[src/rtl/fir_mac_engine_pkg.sv]
// Shared types and arithmetic helpers for the FIR MAC engine.
// FIR_SATURATE_EN selects saturating instead of wrapping 32-bit arithmetic.
package fir_package;

  localparam int unsigned FIR_DATA_WIDTH = 32;

`ifdef FIR_SATURATE_EN
  localparam bit FIR_SAT = 1'b1;
`else
  localparam bit FIR_SAT = 1'b0;
`endif

  typedef enum logic [1:0] {
    ENG_IDLE,
    ENG_ACCUM,
    ENG_OUT
  } state_engine_t;

  typedef struct packed {
    logic        clear;
    logic        enable;
    logic        simple_mul;
    logic        start;
    logic [4:0]  shift;
    logic [10:0] len;
  } ctrl_engine_t;

  typedef struct packed {
    logic [10:0] cnt;
    logic        acc_valid;
  } flags_engine_t;

  // Narrow a 64-bit signed value to 32 bits: clamp when saturation is built in, else keep low bits.
  function automatic logic [31:0] fir_sat32(input logic [63:0] v);
    logic fits;
    fits = (v[63:31] == '0) || (v[63:31] == '1);
    if (FIR_SAT && !fits)
      return v[63] ? 32'h8000_0000 : 32'h7FFF_FFFF;
    return v[31:0];
  endfunction

  function automatic logic [31:0] fir_add(input logic [31:0] x, input logic [31:0] y);
    logic [63:0] s;
    s = {{32{x[31]}}, x} + {{32{y[31]}}, y};
    return fir_sat32(s);
  endfunction

endpackage

[src/rtl/fir_mac_engine_if.sv]
// Valid/ready/data stream interface used by the FIR streamers and engine.
interface hwpe_stream_intf_stream #(
  parameter int unsigned DATA_WIDTH = 32
);
  logic                  valid;
  logic                  ready;
  logic [DATA_WIDTH-1:0] data;

  modport source (output valid, output data, input ready);
  modport sink   (input valid, input data, output ready);
  modport master (output valid, output data, input ready);
  modport slave  (input valid, input data, output ready);
endinterface

[src/rtl/fir_mac_engine_mul_shift.sv]
// Registered signed multiplier with arithmetic right shift and 32-bit narrowing.
// Holds its result and valid bit while stalled.
module fir_mul_shift
  import fir_package::*;
#(
  parameter int unsigned DATA_WIDTH = FIR_DATA_WIDTH
) (
  input  logic                  clk,
  input  logic                  rst,
  input  logic                  stall,
  input  logic                  in_valid,
  input  logic [DATA_WIDTH-1:0] a,
  input  logic [DATA_WIDTH-1:0] b,
  input  logic [4:0]            shift,
  output logic                  out_valid,
  output logic [DATA_WIDTH-1:0] p
);

  logic signed [2*DATA_WIDTH-1:0] prod;
  logic signed [2*DATA_WIDTH-1:0] shifted;

  always_comb begin
    prod    = $signed({{DATA_WIDTH{a[DATA_WIDTH-1]}}, a}) * $signed({{DATA_WIDTH{b[DATA_WIDTH-1]}}, b});
    shifted = prod >>> shift;
  end

  always_ff @(posedge clk) begin
    if (rst) begin
      out_valid <= 1'b0;
      p         <= '0;
    end else if (!stall) begin
      out_valid <= in_valid;
      if (in_valid) p <= fir_sat32(shifted);
    end
  end

endmodule

[src/rtl/fir_mac_engine.sv]
// Streaming MAC engine: scalar-product reduction (sum of a*b plus one c bias) or
// per-element a*b+c. Saturating arithmetic when FIR_SATURATE_EN is defined.
module fir_mac_engine
  import fir_package::*;
#(
  parameter int unsigned DATA_WIDTH = FIR_DATA_WIDTH
) (
  input  logic                          clk_i,
  input  logic                          rst_i,
  hwpe_stream_intf_stream.sink          a_i,
  hwpe_stream_intf_stream.sink          b_i,
  hwpe_stream_intf_stream.sink          c_i,
  hwpe_stream_intf_stream.source        d_o,
  input  ctrl_engine_t                  ctrl_i,
  output flags_engine_t                 flags_o
);

  state_engine_t         state;
  logic                  mode_simple;
  logic [4:0]            shift_q;
  logic [10:0]           len_q;
  logic [10:0]           cnt;
  logic [DATA_WIDTH-1:0] acc;
  logic [DATA_WIDTH-1:0] c_q;
  logic [DATA_WIDTH-1:0] d_data;
  logic                  d_valid;

  logic                  sync_rst;
  logic                  stall;
  logic [10:0]           len_eff;
  logic                  in_ready;
  logic                  join_ok;
  logic                  fire;
  logic                  out_c_ready;
  logic                  p_valid;
  logic [DATA_WIDTH-1:0] p;

  always_comb begin
    sync_rst    = rst_i | ctrl_i.clear;
    stall       = d_valid && !d_o.ready;
    len_eff     = (len_q == '0) ? 11'd1 : len_q;
    in_ready    = (state == ENG_ACCUM) && (cnt < len_eff) && ctrl_i.enable && !stall && !sync_rst;
    join_ok     = a_i.valid && b_i.valid && (!mode_simple || c_i.valid);
    fire        = in_ready && join_ok;
    out_c_ready = (state == ENG_OUT) && !mode_simple && !d_valid && ctrl_i.enable && !sync_rst;
  end

  always_comb begin
    a_i.ready         = in_ready;
    b_i.ready         = in_ready;
    c_i.ready         = mode_simple ? in_ready : out_c_ready;
    d_o.valid         = d_valid;
    d_o.data          = d_data;
    flags_o.cnt       = cnt;
    flags_o.acc_valid = d_valid && !mode_simple;
  end

  fir_mul_shift #(
    .DATA_WIDTH(DATA_WIDTH)
  ) u_mul (
    .clk      (clk_i),
    .rst      (sync_rst),
    .stall    (stall || !ctrl_i.enable),
    .in_valid (fire),
    .a        (a_i.data),
    .b        (b_i.data),
    .shift    (shift_q),
    .out_valid(p_valid),
    .p        (p)
  );

  always_ff @(posedge clk_i) begin
    if (sync_rst) begin
      state       <= ENG_IDLE;
      mode_simple <= 1'b0;
      shift_q     <= '0;
      len_q       <= '0;
      cnt         <= '0;
      acc         <= '0;
      c_q         <= '0;
      d_data      <= '0;
      d_valid     <= 1'b0;
    end else if (ctrl_i.enable) begin
      case (state)
        ENG_IDLE: begin
          if (ctrl_i.start) begin
            mode_simple <= ctrl_i.simple_mul;
            shift_q     <= ctrl_i.shift;
            len_q       <= ctrl_i.len;
            acc         <= '0;
            cnt         <= '0;
            state       <= ENG_ACCUM;
          end
        end
        ENG_ACCUM: begin
          if (fire) cnt <= cnt + 11'd1;
          if (!mode_simple) begin
            // The product in flight is the last one once cnt has reached len_eff.
            if (p_valid) acc <= fir_add(acc, p);
            if (p_valid && cnt == len_eff) state <= ENG_OUT;
          end else begin
            if (fire) c_q <= c_i.data;
            if (!stall) begin
              d_valid <= p_valid;
              if (p_valid) d_data <= fir_add(p, c_q);
            end
            if (cnt == len_eff && !p_valid && !d_valid) state <= ENG_IDLE;
          end
        end
        ENG_OUT: begin
          if (out_c_ready && c_i.valid) begin
            d_data  <= fir_add(acc, c_i.data);
            d_valid <= 1'b1;
          end else if (d_valid && d_o.ready) begin
            d_valid <= 1'b0;
            state   <= ENG_IDLE;
          end
        end
        default: state <= ENG_IDLE;
      endcase
    end
  end

endmodule

[src/flat_wrapper.sv]
// flat-port wrapper written by rule: the top's interface ports become plain ports
module fir_mac_engine_flat import fir_package::*;
#(
  parameter int unsigned DATA_WIDTH = FIR_DATA_WIDTH
)
  (clk_i, rst_i, ctrl_i, flags_o, a_i_valid, a_i_data, a_i_ready, b_i_valid, b_i_data, b_i_ready, c_i_valid, c_i_data, c_i_ready, d_o_valid, d_o_data, d_o_ready);
  hwpe_stream_intf_stream #(.DATA_WIDTH(DATA_WIDTH)) a_i_i ();
  hwpe_stream_intf_stream #(.DATA_WIDTH(DATA_WIDTH)) b_i_i ();
  hwpe_stream_intf_stream #(.DATA_WIDTH(DATA_WIDTH)) c_i_i ();
  hwpe_stream_intf_stream #(.DATA_WIDTH(DATA_WIDTH)) d_o_i ();
  input  logic clk_i;
  input  logic rst_i;
  input  ctrl_engine_t ctrl_i;
  output flags_engine_t flags_o;
  input wire logic [$bits(a_i_i.valid)-1:0] a_i_valid;
  input wire logic [$bits(a_i_i.data)-1:0] a_i_data;
  output wire logic [$bits(a_i_i.ready)-1:0] a_i_ready;
  input wire logic [$bits(b_i_i.valid)-1:0] b_i_valid;
  input wire logic [$bits(b_i_i.data)-1:0] b_i_data;
  output wire logic [$bits(b_i_i.ready)-1:0] b_i_ready;
  input wire logic [$bits(c_i_i.valid)-1:0] c_i_valid;
  input wire logic [$bits(c_i_i.data)-1:0] c_i_data;
  output wire logic [$bits(c_i_i.ready)-1:0] c_i_ready;
  output wire logic [$bits(d_o_i.valid)-1:0] d_o_valid;
  output wire logic [$bits(d_o_i.data)-1:0] d_o_data;
  input wire logic [$bits(d_o_i.ready)-1:0] d_o_ready;
  assign a_i_i.valid = a_i_valid;
  assign a_i_i.data = a_i_data;
  assign a_i_ready = a_i_i.ready;
  assign b_i_i.valid = b_i_valid;
  assign b_i_i.data = b_i_data;
  assign b_i_ready = b_i_i.ready;
  assign c_i_i.valid = c_i_valid;
  assign c_i_i.data = c_i_data;
  assign c_i_ready = c_i_i.ready;
  assign d_o_valid = d_o_i.valid;
  assign d_o_data = d_o_i.data;
  assign d_o_i.ready = d_o_ready;
  fir_mac_engine #(.DATA_WIDTH(DATA_WIDTH)) u_core (.clk_i(clk_i), .rst_i(rst_i), .a_i(a_i_i), .b_i(b_i_i), .c_i(c_i_i), .d_o(d_o_i), .ctrl_i(ctrl_i), .flags_o(flags_o));
endmodule
[config.mk]
export PLATFORM = sky130hd
export DESIGN_NAME = fir_mac_engine_flat
export DESIGN_NICKNAME = d
export VERILOG_FILES = /design/src/rtl/fir_mac_engine_pkg.sv /design/src/rtl/fir_mac_engine_if.sv /design/src/rtl/fir_mac_engine_mul_shift.sv /design/src/rtl/fir_mac_engine.sv /design/src/flat_wrapper.sv
export SDC_FILE = /design/constraint.sdc
export NUM_CORES = 2
export LEC_CHECK = 0
export BUFFER_PORTS_ARGS = -buffer_cell sky130_fd_sc_hd__buf_2
export CORE_MARGIN = 2
export CORE_UTILIZATION = 55
export CTS_CLUSTER_SIZE = 16
export DETAILED_ROUTE_END_ITERATION = 8
export PLACE_DENSITY = 0.79
export RECOVER_POWER = 100
export SKIP_CTS_REPAIR_TIMING = 1
export SYNTH_ARGS = -nofsm -noshare
export SYNTH_HDL_FRONTEND = slang
export SYNTH_SLANG_ARGS = --single-unit
[constraint.sdc]
create_clock -name clk_i -period 15.6 [get_ports clk_i]
set_input_delay 3.9 -clock clk_i [delete_from_list [all_inputs] [get_ports clk_i]]
set_output_delay 3.9 -clock clk_i [all_outputs]
set_load 0.05 [all_outputs]
-- Word-level counts from Yosys, hierarchy flattened
Index checks and enable logic that the tools add are counted.
- flip-flop bits (word level): 160
- latch bits: 0
- memory bits (writable): 0
- bits in read-only memories: 0
- input bits: 122
- output and inout bits: 48
- logic and storage cells: 100
- memories: 0
- add/sub/neg operators: 4
- multiply operators: 1
- div/mod/pow operators: 0
- $lt $le $gt $ge: 1
- eq/ne operators: 15
- shift-type cells: 1
- multiplexer cells: 26
- bitwise operators: 2
- reduce and logical (&&, ||, !) cells: 39
- operator list (kind ; number):
    $mux 32 ; 7
    $pmux 32 s2 ; 2
    $add 32x32->32 ; 3
    $mul 32x32->64 ; 1
    $sshr 64x5->32 ; 1
    $mux 11 ; 3
    $pmux 11 s2 ; 1
    $logic_and 1x1->1 ; 18
    $ne 2x2->1 const B ; 8
    $mux 2 ; 6
    $reduce_and 6->1 ; 2
    $add 11x1->11 const B ; 1
    $eq 11x11->1 ; 1
    $logic_not 11->1 ; 1
    $lt 11x11->1 ; 1
    $reduce_and 5->1 ; 2
    $reduce_and 4->1 ; 2
    $logic_not 1->1 ; 7
    $ne 3x3->1 const B ; 2
    $pmux 2 s3 ; 1
    $mux 1 ; 5
    $reduce_bool 2->1 ; 2
    $ne 3x2->1 const B ; 1
    $reduce_and 3->1 ; 1
    other kinds (9) ; 10

-- Longest topological paths before layout
- depth after elaboration: 10
- mapped depth: 31
- gate-level depth less buffers: 28

-- Cells and area by module
From an unflattened synthesis, not the netlist that was laid out.
- cell total of the unflattened synthesis: 5745
- area total of the unflattened synthesis: 50763.7 um^2
- by module, submodules not included (module ; instances ; cells an instance ; area each (um^2) ; sequential area each (um^2)):
    fir_mul_shift ; 1 ; 4492 ; 41128.2 ; 660.6
    fir_mac_engine ; 1 ; 1253 ; 9635.5 ; 2542.4

-- Least setup slack after synthesis
Ideal clock, no wire load.
- path kind: input port to flip-flop
- start: in a_i_data[31]
- end: reg u_core.u_mul.p[28]
- library setup time: 0.125 ns
- data arrival time: 11.998 ns
- data required time: 15.475 ns
- setup slack: 3.477 ns
- cell stages on the path: 29
- buffers on the path: 2
- cells stage by stage: clkbuf_1 nand2_1 inv_1 fa_1 fa_1 inv_1 fa_1 inv_1 fa_1 inv_1 fa_1 fa_1 fa_1 fa_1 inv_1 ha_1 clkbuf_1 a21oi_1 nand2_1 a2111oi_0 a211oi_1 a21oi_1 nand2_1 xnor2_1 a221o_1 a2111oi_0 nor4_1 o31ai_1 a21oi_1
- cells in the longest elaborated chain, start to end: 2
- ends and longest elaborated chain (what ; RTL line ; source):
    from (decl) ; flat_wrapper.sv:16 ; input wire logic [$bits(a_i_i.data)-1:0] a_i_data;
    $mul 32x32->64 ; fir_mac_engine_mul_shift.sv:23 ; prod = $signed({{DATA_WIDTH{a[DATA_WIDTH-1]}}, a}) * $signed({{DATA_WIDTH{b[DATA_WIDTH-1]}}, b});
    $sshr 64x5->32 ; fir_mac_engine_mul_shift.sv:24 ; shifted = prod >>> shift;
    to (signal assigned) ; fir_mac_engine_mul_shift.sv:33 ; if (in_valid) p <= fir_sat32(shifted);
    to (decl) ; fir_mac_engine_mul_shift.sv:16 ; output logic [DATA_WIDTH-1:0] p
Every way passes these cells.
A chain may end at the register's enable or synchronous reset.

-- Final worst setup path
- start: in b_i_data[8]
- end: reg u_core.u_mul.p[14]
- cells in the longest elaborated chain, start to end: 2
- ends and longest elaborated chain (what ; RTL line ; source):
    from (decl) ; flat_wrapper.sv:19 ; input wire logic [$bits(b_i_i.data)-1:0] b_i_data;
    $mul 32x32->64 ; fir_mac_engine_mul_shift.sv:23 ;
    $sshr 64x5->32 ; fir_mac_engine_mul_shift.sv:24 ;
Every way passes these cells.

==> impl_metrics.json <==
{
  "status": "complete, but fails checks",
  "violations": "capacitance limit, slew limit",
  "cts_buffers": 17,
  "cts_tree": "yes",
  "synth.distinct_cells": 96,
  "drive_gt1_frac": 0.0475,
  "detail-route-antenna-nets": 0,
  "max_stage_delay_ns": 1.01,
  "place_congestion": 0.955,
  "grt_start_max_net_pins": 63,
  "rsz0062_at_grt": "no",
  "die_y_um": 305,
  "crit_path_end_kind": "flip-flop",
  "io_pins": 170,
  "grt_pass1_wl_um": 234000,
  "htree_levels": 4,
  "dieArea_um2": 93300,
  "placementRows": 110,
  "synthArstFlopShare": 0,
  "cpMaxStageDelayCell": "o311ai_0",
  "fin_crit_ns": 14.09,
  "relSlewSlack": -1.04,
  "clock-sinks": 160,
  "synth_area_leader_cell": "fa_1",
  "syn_area_per_cell_um2": 8.88,
  "fin_crit_sh": 0.903,
  "critPathBufInv": 7,
  "nNetsFinal": 6996,
  "setup_viol": 0,
  "synth-edff-count": 0,
  "antenna_found_initial": 2,
  "area_delta_synth_final_pct": 3.60,
  "dpl.hpwl_um": 112000,
  "cp.arrival_ns": 14.48,
  "worst_pin_slew_ns": 3.05,
  "synth.net_count": 7119,
  "ys.flop_type": "dfxtp_1",
  "track_usage": 0.312,
  "hp-class": "flip-flop to flip-flop",
  "clock_latency_ns": 0.45,
  "drt_pass1_iterations": 7,
  "crit_type": "primary input to flip-flop",
  "initial_core_util": 0.555,
  "fin_skew_ns": 0.0131,
  "cp.required_ns": 15.99,
  "synth_top_area_share": 0.431,
  "grt_overflow": 0,
  "maxCapViolations": 4,
  "synth_warnings": 0,
  "finalHoldViolations": 0,
  "io_buffers": 169,
  "yosysSeqAreaShare": 0.0641,
  "synth_top_cells_by_area": "fa_1 (43%), ha_1 (7.3%), dfxtp_1 (6.4%)",
  "die_x_um": 305,
  "cp_max_fo": 19,
  "placed_area_um2": 51200,
  "routed_via_density": 6.08,
  "max_freq_mhz": 71.0,
  "cp_top_family": "adder cells",
  "rrSetupSlack_ns": 10.79,
  "syn_area_um2": 50000,
  "root_buffer": "clkbuf_16",
  "post_drt_wl_per_cell_um": 21.0,
  "crit_path_frequent_cell": "fa_1",
  "fin_tns_setup_ns": 0,
  "synth_most_common_cell": "fa_1",
  "final-max-slew-violation-count": 189,
  "first_global_vias": 44100,
  "route.detailed.drc": 0,
  "final_area_um2": 51800,
  "drtIter0Drc": 3500,
  "core_um2": 90000,
  "clockBufferDepth": 2,
  "ys_ff_latch": 160,
  "num_vias": 40700,
  "syn_inst": 5631,
  "drt-total-wl_um": 141000,
  "crit_path_start_kind": "primary input",
  "synth_commonest_cells": "fa_1 (1076), nand2_1 (842), inv_1 (770), and2_1 (466), clkbuf_1 (311)",
  "path_clk_slew_ns": 0.07
}
flip-flops by register name (all words and copies together) (netlist names):
signal	flops
u_core.len_q	11
u_core.u_mul.p	32
u_core.cnt	11
u_core.d_o.data	32
u_core.d_o.valid	1
u_core.acc	32
u_core.shift_q	5
u_core.state	2
u_core.mode_simple	1
u_core.u_mul.out_valid	1
u_core.c_q	32
per-layer routing:
layer	track usage	part of all wire	routed length (um)	vias to the layer above
met5	0	0	0	-
met4	0.128	0.046	6470	0
met3	0.0408	0.074	10500	432
met2	0.526	0.48	68300	1964
met1	0.408	0.40	55700	20600
li1	-	-	-	17800
path summary, 6_finish.rpt:
kind                                           to  cells past startpoint                         start
setup / recovery  u_core.u_mul.p[14]$_SDFFE_PP0P_                     26                   b_i_data[8]
hold / removal        u_core.c_q[15]$_SDFFE_PP0P_                      2   u_core.c_q[15]$_SDFFE_PP0P_
setup reg to reg      u_core.c_q[15]$_SDFFE_PP0P_                     14  u_core.len_q[1]$_SDFFE_PP0P_
hold reg to reg       u_core.c_q[15]$_SDFFE_PP0P_                      2   u_core.c_q[15]$_SDFFE_PP0P_
final cells by class:
class | count | area [um^2]
Sequential cell | 160 | 3210
Inverter | 774 | 2910
Antenna cell | 3 | 7.51
Clock inverter | 13 | 234
Clock buffer | 18 | 429
Multi-Input combinational cell | 4358 | 42600
Tap cell | 1176 | 1470
Timing Repair Buffer | 197 | 966
Fill cell | 7940 | 38200
stage by stage:
stage | instances | hold slack (ns) | util | setup WS, ns
after floorplan | 5631 | 0.436 | - | 3.48
after global placement | 6665 | 0.440 | 0.569 | 2.38
after detailed placement | 6665 | 0.448 | 0.569 | 2.12
after CTS | 6696 | 0.457 | 0.576 | 2.54
after global routing | 6698 | 0.479 | 0.575 | 1.06
final | 6699 | 0.456 | 0.575 | 1.51
cells in the final DEF, fill, tap and decap left out, types with 59 or more instances in the layout:
master and instances:
xnor2_1 100, a21o_1 59, nor3_1 81, nand3_1 72
ha_1 290, o21ai_0 137, clkbuf_1 59, and2_1 463
nand2_1 842, a21oi_1 265, dfxtp_1 157, inv_1 769
nor2_1 219, fa_1 1076, buf_2 118
cells by family (layout without fill, tap and decap cells):
kind of cell	Yosys count	after routing	share of synthesized area
AO/OA/AOI/OAI	868	868	0.116
XOR/XNOR	135	135	0.0238
adder cells (fa/ha/maj)	1366	1366	0.504
buffers and inverters	1113	1002	0.0841
flip-flops	160	160	0.0641
multiplexers	96	96	0.0273
other	0	3	0
AND/OR/NAND/NOR	1893	1893	0.181
worst register-to-register path: stages, from the launching register on:
cell	delay (ns)
dfxtp_1	0.37
nor4_1	0.31
a41o_1	0.22
ha_1	0.14
nor2b_1	0.04
o21a_1	0.16
o21a_1	0.17
o21a_1	0.17
o21a_1	0.16
o21bai_1	0.20
a31o_1	0.95
and3_1	0.28
clkbuf_1	1.17
nand2_1	0.18
a21oi_1	0.19
Power is not shown: default switching activity piles up to over one toggle a cycle in this logic, so the estimate is an artifact.
